### config.mk
export PLATFORM = sky130hd
export DESIGN_NAME = pipelined_adder
export DESIGN_NICKNAME = d
export VERILOG_FILES = /design/src/rtl/pipelined_adder.sv
export SDC_FILE = /design/constraint.sdc
export NUM_CORES = 1
export LEC_CHECK = 0
export ABC_AREA = 0
export CORE_MARGIN = 4
export CORE_UTILIZATION = 45
export CTS_CLUSTER_SIZE = 10
export DETAILED_ROUTE_END_ITERATION = 10
export PLACE_DENSITY_LB_ADDON = 0.12
export SLEW_MARGIN = 20
export SYNTH_ARGS = -nofsm -noshare
export SYNTH_HDL_FRONTEND = slang
export SYNTH_SLANG_ARGS = --single-unit
### constraint.sdc
create_clock -name clk -period 4.65 [get_ports clk]
set_input_delay 1.1625 -clock clk [delete_from_list [all_inputs] [get_ports clk]]
set_output_delay 1.1625 -clock clk [all_outputs]
set_load 0.05 [all_outputs]
### src/rtl/pipelined_adder.sv
// pipelined_adder: SEG-bit-per-stage pipelined add/subtract with valid/ready back-pressure.
// Define ADDER_OVF_EN to add the registered signed-overflow output ovf.
module pipelined_adder #(
  parameter int WIDTH = 16,
  parameter int SEG   = 4
) (
  input  logic             clk,
  input  logic             rst_n,
  input  logic             in_valid,
  output logic             in_ready,
  input  logic [WIDTH-1:0] x,
  input  logic [WIDTH-1:0] y,
  input  logic             cin,
  input  logic             sub,
  output logic             out_valid,
  input  logic             out_ready,
  output logic [WIDTH-1:0] sum,
  output logic             cout
`ifdef ADDER_OVF_EN
  ,
  output logic             ovf
`endif
);
  localparam int STAGES = WIDTH / SEG;
  localparam int L      = STAGES - 1;
  localparam int XS     = (STAGES > 1) ? STAGES - 1 : 1;
  // Pending operand segments are kept shifted down so the next segment always sits in the low bits.
  logic [XS-1:0][WIDTH-1:0]     r_x, r_y;
  logic [STAGES-1:0][WIDTH-1:0] r_s, w_xi, w_yi, w_si, w_sn;
  logic [STAGES-1:0][SEG:0]     w_seg;
  logic [STAGES-1:0]            r_c, r_v, w_ci, w_vi;
  logic                         w_en;
  assign w_en      = !r_v[L] | out_ready;
  assign in_ready  = w_en;
  assign out_valid = r_v[L];
  assign sum       = r_s[L];
  assign cout      = r_c[L];
  always_comb begin
    w_xi    = '0;
    w_yi    = '0;
    w_ci    = '0;
    w_si    = '0;
    w_vi    = '0;
    w_seg   = '0;
    w_sn    = '0;
    w_xi[0] = x;
    w_yi[0] = sub ? ~y : y;
    w_ci[0] = cin ^ sub;
    w_vi[0] = in_valid;
    for (int k = 1; k < STAGES; k++) begin
      w_xi[k] = r_x[k-1];
      w_yi[k] = r_y[k-1];
      w_ci[k] = r_c[k-1];
      w_si[k] = r_s[k-1];
      w_vi[k] = r_v[k-1];
    end
    for (int k = 0; k < STAGES; k++) begin
      w_seg[k] = {1'b0, w_xi[k][SEG-1:0]} + {1'b0, w_yi[k][SEG-1:0]} + (SEG+1)'(w_ci[k]);
      w_sn[k]  = w_si[k] | (WIDTH'(w_seg[k][SEG-1:0]) << (k * SEG));
    end
  end
  always_ff @(posedge clk or negedge rst_n) begin
    if (!rst_n) begin
      r_x <= '0;
      r_y <= '0;
      r_s <= '0;
      r_c <= '0;
      r_v <= '0;
    end else if (w_en) begin
      r_v <= w_vi;
      r_s <= w_sn;
      for (int k = 0; k < STAGES; k++) r_c[k] <= w_seg[k][SEG];
      for (int k = 0; k < STAGES - 1; k++) begin
        r_x[k] <= w_xi[k] >> SEG;
        r_y[k] <= w_yi[k] >> SEG;
      end
    end
  end
`ifdef ADDER_OVF_EN
  logic r_ovf;
  // Carry into the MSB is recovered as x^y^sum at that bit.
  always_ff @(posedge clk or negedge rst_n) begin
    if (!rst_n) r_ovf <= 1'b0;
    else if (w_en) r_ovf <= w_xi[L][SEG-1] ^ w_yi[L][SEG-1] ^ w_seg[L][SEG-1] ^ w_seg[L][SEG];
  end
  assign ovf = r_ovf;
`endif
endmodule

; Word-level counts from Yosys, hierarchy flattened
; Cells that the tools add are included.
[word_totals]
regBits = 108
in_bits = 38
out_inout_bits = 19
elab_cells = 28
[op_classes]
n_addsub = 8
muxes = 1
reduce_logical = 1
bitwise_logic = 6
[ops]
columns = operator, n
row1 = adder 4 x 4 -> 5 bit, 4
row2 = adder 5 x 1 -> 5 bit, 4
row3 = 2-to-1 mux 16 bit, 1
row4 = inverter 16 bit, 1
row5 = OR 16 x 12 -> 16 bit, 1
row6 = OR 16 bit, 1
row7 = OR 4 x 8 -> 8 bit, 1
row8 = zero test 1 bit, 1
row9 = OR 1 bit, 1
row10 = bitwise XOR 1 bit, 1

; Logic depth before layout (Yosys ltp)
; Gate-level depths: netlist of the first run.
[logic_depth]
ltp_word = 4
depth_mapped = 8
mapped_depth_nobuf = 6

; Worst setup path before layout of the first run
; Ideal clock, no wire load.
[synth_timing]
kind = input to register
start = input port sub
end = register r_c[0]
setup_time_ns = 0.127
stages = 8
path_slack_ns = 1.620
arrival_time_ns = 2.903
path_buffers = 2
required_ns = 4.523
cell_sequence = buf_4 > buf_6 > xor2_1 > fa_1 > fa_1 > a21o_1 > a211oi_1 > a21oi_1
[synth_between]
elab_chain_cells = 3
word_cells_on_any_way = 4
cone_classes = add/sub (2) / mux (1) / bitwise (1)
[synth_lines]
columns = item, line
row1 = start: declaration, 14  ; input logic sub,
row2 = 2-to-1 mux 16 bit, 47  ; w_yi[0] = sub ? ~y : y;
row3 = adder 4 x 4 -> 5 bit, 58  ; w_seg[k] = {1'b0, w_xi[k][SEG-1:0]} + {1'b0, w_yi[k][SEG-1:0]} + (SEG+1)'(w_ci[k]);
row4 = adder 5 x 1 -> 5 bit *, 58
row5 = end signal: assignment, 67  ; r_c <= '0;
row6 = end: declaration, 31  ; logic [STAGES-1:0] r_c, r_v, w_ci, w_vi;
; Mark *: on every way between the ends. The rest lies on a longest branch, timed or not.
; A chain may end at the register's enable or synchronous reset.

; Worst setup path after layout of the first run
; Same ends and word-level chain as after synthesis.

==> results of run 1 <==
[sequential cells by signal (all words and copies together) (netlist names)]
| name | flops |
|---|---|
| r_c | 4 |
| r_x | 24 |
| r_s | 24 |
| sum | 16 |
| r_v | 4 |
| r_y | 24 |
[critical path, delay by kind of cell]
kind	cells	cell delay (ns)
fa+ha+maj	2	0.87
buf+inv	2	0.72
compound gates	3	0.47
xor+xnor	1	0.13
[layout make-up]
type	instances	area [µm²]	area share [%]
repair buffers	60	585.6	11.58
multi-input cells	320	1672	33.05
clock buffers	10	127.6	2.523
flip-flops and latches	96	2402	47.50
inverters	11	41.29	0.8164
clock inverters	6	67.56	1.336
well taps	129	161.4	3.191
[power breakdown]
part	internal, W	total [W]	switching, W	leakage [nW]
clock network	0.000252	0.000539	0.000287	0.0933
logic	0.000534	0.00140	0.000867	1.25
registers	0.00121	0.00141	0.000200	1.16
total	0.00199	0.00335	0.00135	2.50
[layout by cell type (no fill, tap or decap), drive strengths merged, types with 8 or more instances in the layout]
cell type      netlist  routed
fa                   8       8
clkdlybuf4s50        0      54
xnor2               12      12
ha                  12      12
a21oi               14      14
clkbuf               1      10
inv                 11      13
nor2                11      11
dfrtp               96      96
nand2              214     214
xor2                12      12
o21ai               23      23
[cells by family after synthesis]
kind of cell	Yosys count
buffers and inverters	50
adders and majority gates	20
and+or+nand+nor	231
xor gates and xnor gates	24
muxes	1
DFF	96
AOI/OAI and AO/OA	44
[routing by layer]
metal | track usage, % | vias up | routed length, µm
met5 | 0 | - | 0
met4 | 4.384 | 0 | 99
li1 | - | 1489 | -
met3 | 3.643 | 9 | 390
met2 | 22.53 | 53 | 3187
met1 | 18.82 | 1317 | 3601
[path summary, 6_finish.rpt]
path | slack, ns | endpoint | from | cells after the start
worst max-delay path | 1.50 | r_c[0]$_DFFE_PN0P_ | sub | 8
worst min-delay path | 0.47 | sum[2]$_DFFE_PN0P_ | sum[2]$_DFFE_PN0P_ | 2
worst max register to register | 2.78 | r_c[3]$_DFFE_PN0P_ | r_x[32]$_DFFE_PN0P_ | 5
worst min register to register | 0.47 | sum[2]$_DFFE_PN0P_ | sum[2]$_DFFE_PN0P_ | 2
max in group asynchronous | 2.88 | r_v[0]$_DFFE_PN0P_ | rst_n | 2
min in group asynchronous | 0.91 | r_y[8]$_DFFE_PN0P_ | rst_n | 1
[metrics by stage]
step                cells  total power (W)
global placement      616         0.002810
detailed placement    616         0.002848
CTS                   632         0.003396
floorplan             466         0.002555
finish                632         0.003346
global route          632         0.003649
==> summary.txt, run 1 <==
Run status
  – Outcome: complete, no violations

Yosys
  – Simple-gate share of the synthesized area: 20.50%
  – Synth Register Bits: 96
  – Yosys top cell area share: 54.98%
  – Yosys warning count: 0
  – Post-synth EDFFs: 0
  – Post-synthesis cell area: 4369 µm²
  – Top FF cell, synth: dfrtp_1
  – Post-Synth Adder-Cell Area: 7.102%
  – Syn Nets: 524
  – Top post-synthesis cells by area: dfrtp_1 55%, nand2_1 18%, fa_1 3.7%
  – Syn avg cell area: 9.376 µm²
  – Largest family of logic cells by synthesized area: simple AND/OR/NAND/NOR gates
  – Sequential share of the synthesized area: 54.98%
  – Mux cell area share after synthesis: 0.2291%
  – Yosys cell types: 26
  – Compound-cell area share of the yosys netlist: 5.613%
  – Asr flop ratio synth: 100.0%
  – Post-synth top cells: 214 x nand2_1, 96 x dfrtp_1, 19 x buf_4, 17 x buf_2, 17 x o21ai_0
  – Most common cell in the synthesized netlist: nand2_1
  – Synth Instances: 466
  – Synth area leader: dfrtp_1
  – XOR/XNOR Fraction of Synth Area: 4.811%

Global routing
  – Global-route wire length before repair: 13120 µm
  – Initial antenna violation count: 0
  – Congestion Overflow GR: 0
  – Total GRT Usage: 14.06%
  – Largest net degree at the start of global routing: 103
  – Vias in the first global route: 2975

Pwr
  – VDD IR max: 294.7 µV
  – Power per cell area: 661.6 nW/µm²
  – Leak Pwr: 2.503 nW

Placed design
  – RePlAce Congestion: 0.7255
  – Port bufs: 56
  – Setup WS pre-CTS: 1.102 ns
  – HPWL after detailed placement: 4763 µm
  – Placed Area: 4862 µm²

Detailed routing
  – Post-DRT Antenna Nets: 0
  – Post-route DRC violation count: 0
  – TritonRoute pass-1 iters: 4
  – Vias per std cell: 4.538
  – Drt total wl: 7279 µm
  – Vias: 2868
  – Routed len/inst: 11.52 µm
  – Iter 0 DRT Violations: 109

Floorplanning
  – Die ar.: 11350 µm²
  – I/O Pins: 57
  – Chip Height: 106.5 µm
  – Row cnt: 35
  – Initial Util: 46.84%
  – Core Region: 9328 µm²
  – Die X: 106.5 µm

Timing
  – Worst-Margin Slew: 0.9612 ns
  – Final setup viols: 0
  – Fmax: 317.4 MHz
  – Hold Slack: 0.4675 ns
  – Final WS setup: 1.500 ns
  – Min Tclk post-route: 3.150 ns
  – Worst Skew: 0.01038 ns
  – Slew margin rel.: 35.92%
  – Max Slew Vio Count: 0
  – RSZ-0062 raised after global routing: false
  – Share of the clock period used by the worst path: 67.75%
  – Hold Fails Final Rpt: 0
  – Setup TNS: 0 ns

Setup path
  – CP Cell Sequence: clkdlybuf4s50_1, buf_4, xor2_1, fa_1, fa_1, a21o_1, a211oi_1, a21oi_1
  – CP Data Arrival Time: 3.36 ns
  – Crit Path Max Fanout: 17
  – CP Class: input pin to flip-flop
  – Critical Path RT: 4.86 ns
  – Crit path largest cell delay: 0.45 ns
  – Critical-path top delay cell: clkdlybuf4s50_1
  – CP startpoint kind: input pin
  – Crit. End Element: flip-flop
  – Most used cell, CP: fa_1

Clocking
  – H-Tree Depth: 3
  – CTS-repair resized insts: 0
  – Clock latency at the later pin of the worst-skew pair: 0.35 ns
  – Clock slew seen by the registers of the worst setup and hold paths: 0.09 ns
  – CTS tree: done
  – TritonCTS Buffers: 9
  – Post-CTS Hold Buffers: 0
  – Root Driver: clkbuf_8
  – Setup Fix Bufs, Post-CTS: 0
  – Clock Sink Count: 96
  – Maximum clock insertion buffer count: 2

Final layout
  – Layout cell share with drive strength beyond 1: 4.970%
  – Nets@finish: 556
  – Synth-to-Final Area Change: 15.75%
  – Fillcell total: 925
  – Final design instance area without fill: 5057 µm²
  – Antenna diodes: 0
  – Finished Core Util: 54.22%

Flow run
  – Max cap viols: 0

Min path
  – Hold/Removal Path Class: flip-flop to flip-flop
Power figures use the tool's default switching activity.
==> run 2, diff against run 1 <==
clock period = 2.6 ns   (was 4.65 ns; I/O delays follow)
==> summary.txt, run 2 (synthesis results as in run 1) <==
Setup path
  – Most used cell, CP: fa_1
  – CP Data Arrival Time: 2.64 ns (-0.72 ns)
  – R2R depth: 5 (unchanged)
  – Crit Path Max Fanout: 3 (-14)
  – Critical-path top delay cell: clkdlybuf4s50_1
  – Crit. End Element: flip-flop
  – CP Class: input pin to flip-flop
  – Critical Path RT: 2.83 ns (-2.03 ns)
  – CP Cell Sequence: clkdlybuf4s50_1, xor2_1, fa_1, fa_1, a21o_1, a211oi_1, a21oi_1
  – Crit path largest cell delay: 0.46 ns (about the same)
  – CP startpoint kind: input pin

Pwr
  – Leak Pwr: 2.540 nW (+1.5%)
  – Power per cell area: 1193 nW/µm² (+80%)
  – VDD IR max: 547.1 µV (+86%)

Timing
  – Max Slew Vio Count: 0 (unchanged)
  – Share of the clock period used by the worst path: 92.79%
  – RSZ-0062 raised after global routing: false
  – Fmax: 414.5 MHz
  – Min Tclk post-route: 2.412 ns
  – Hold Fails Final Rpt: 0 (unchanged)
  – Worst-Margin Slew: 0.5446 ns (-0.4166 ns)
  – Worst Skew: 0.01017 ns (-0.0002049 ns)
  – Setup TNS: 0 ns (unchanged)
  – Slew margin rel.: 63.69% (+28 points)
  – Final setup viols: 0 (unchanged)

Clocking
  – Post-CTS Hold Buffers: 0 (unchanged)
  – CTS tree: done
  – Maximum clock insertion buffer count: 2 (unchanged)
  – CTS-repair resized insts: 0 (unchanged)
  – Clock Sink Count: 96 (unchanged)
  – Clock slew seen by the registers of the worst setup and hold paths: 0.09 ns (about the same)
  – TritonCTS Buffers: 9 (unchanged)
  – H-Tree Depth: 3 (unchanged)
  – Setup Fix Bufs, Post-CTS: 0 (unchanged)
  – Clock latency at the later pin of the worst-skew pair: 0.35 ns (about the same)
  – Root Driver: clkbuf_8

Placed design
  – Placed Area: 4915 µm² (+1.1%)
  – RePlAce Congestion: 0.7399 (+2.0%)
  – HPWL after detailed placement: 4921 µm (+3.3%)
  – Port bufs: 56 (unchanged)

Detailed routing
  – Drt total wl: 7310 µm (+0.43%)
  – Post-DRT Antenna Nets: 0 (unchanged)
  – Vias per std cell: 4.555 (+0.38%)
  – Vias: 2888 (+0.70%)
  – Iter 0 DRT Violations: 99 (-9.2%)
  – Routed len/inst: 11.53 µm (+0.11%)
  – Post-route DRC violation count: 0 (unchanged)
  – TritonRoute pass-1 iters: 4 (unchanged)

Global routing
  – Initial antenna violation count: 0 (unchanged)
  – Total GRT Usage: 14.21% (+0.15 points)
  – Vias in the first global route: 2972 (-0.10%)
  – Congestion Overflow GR: 0 (unchanged)
  – Global-route wire length before repair: 13250 µm (+0.95%)
  – Largest net degree at the start of global routing: 103 (unchanged)

Run status
  – Outcome: complete, no violations

Floorplanning
  – Row cnt: 35 (unchanged)
  – Die X: 106.5 µm (unchanged)
  – Die ar.: 11350 µm² (unchanged)
  – Chip Height: 106.5 µm (unchanged)
  – Initial Util: 46.84% (unchanged)
  – Core Region: 9328 µm² (unchanged)
  – I/O Pins: 57 (unchanged)

Min path
  – Hold/Removal Path Class: input pin to async pin

Final layout
  – Most frequent cells in the layout: 214 x nand2_1, 96 x dfrtp_1, 54 x clkdlybuf4s50_1
  – Final design instance area without fill: 5140 µm² (+1.6%)
  – Fillcell total: 903 (-2.4%)
  – Layout cell share with drive strength beyond 1: 5.545% (+0.57 points)
  – Top Registers: r_s (24), r_x (24), r_y (24)
  – Commonest non-fill, non-tap cell in the layout: nand2_1
  – Antenna diodes: 0 (unchanged)
  – Synth-to-Final Area Change: 17.64%
  – Nets@finish: 558 (+0.36%)

Flow run
  – Max cap viols: 0 (unchanged)
==> run 2: where the power goes <==
part | internal, W | switching [W] | leakage, nW | total [W]
Sequential | 0.00216 | 0.000353 | 1.16 | 0.00251
Combinational | 0.000986 | 0.00156 | 1.28 | 0.00255
Clock | 0.000550 | 0.000523 | 0.106 | 0.00107
==> run 2: stage by stage <==
step	util (%)	total power (W)	hold slack, ns	worst slack [ns]	std cells
6_report	55.10	0.006132	0.2764	0.1876	634
5_1_grt	55.10	0.006679	0.3107	0.08199	634
4_1_cts	55.10	0.006214	0.2852	0.1860	634
3_5_place_dp	52.69	0.005139	0.4473	-0.1967	618
3_3_place_gp	52.69	0.005058	0.4470	-0.1426	618
2_1_floorplan	-	0.004570	0.3544	0.08206	466
==> run 2: path summary, 6_finish.rpt <==
kind                                     startpoint                  end  slack (ns)
worst max register to register  r_x[32]$_DFFE_PN0P_   r_c[3]$_DFFE_PN0P_        0.75
worst max-delay path                            sub   r_c[0]$_DFFE_PN0P_        0.19
max in group asynchronous                     rst_n   sum[7]$_DFFE_PN0P_        1.64
worst min register to register   r_v[2]$_DFFE_PN0P_   r_v[3]$_DFFE_PN0P_        0.47
min in group clk                 r_v[2]$_DFFE_PN0P_   r_v[3]$_DFFE_PN0P_        0.47
worst min-delay path                          rst_n  r_y[16]$_DFFE_PN0P_        0.28
==> run 2: worst max-delay path, delay by kind of cell <==
| kind | cells | cell delay [ns] |
|---|---|---|
| adder cells (fa/ha/maj) | 2 | 0.86 |
| XOR/XNOR | 1 | 0.20 |
| AO/OA/AOI/OAI | 3 | 0.47 |
| buffers and inverters | 1 | 0.46 |
==> run 2: routing by layer <==
layer	vias to the layer above	routed length (µm)	GRT usage (%)
met5	-	0	0
met4	0	107	5.479
met3	10	366	2.489
met2	52	3136	22.04
met1	1326	3699	19.98
li1	1500	-	-
==> run 2: layout make-up <==
type	count	area, µm²	area share (%)
timing repair buffer	62	638.1	12.41
multi-input combinational	320	1672	32.52
sequential	96	2402	46.74
inverter	11	41.29	0.8033
clock inverter	7	101.3	1.972
clock buffer	9	123.9	2.410
tap	129	161.4	3.140
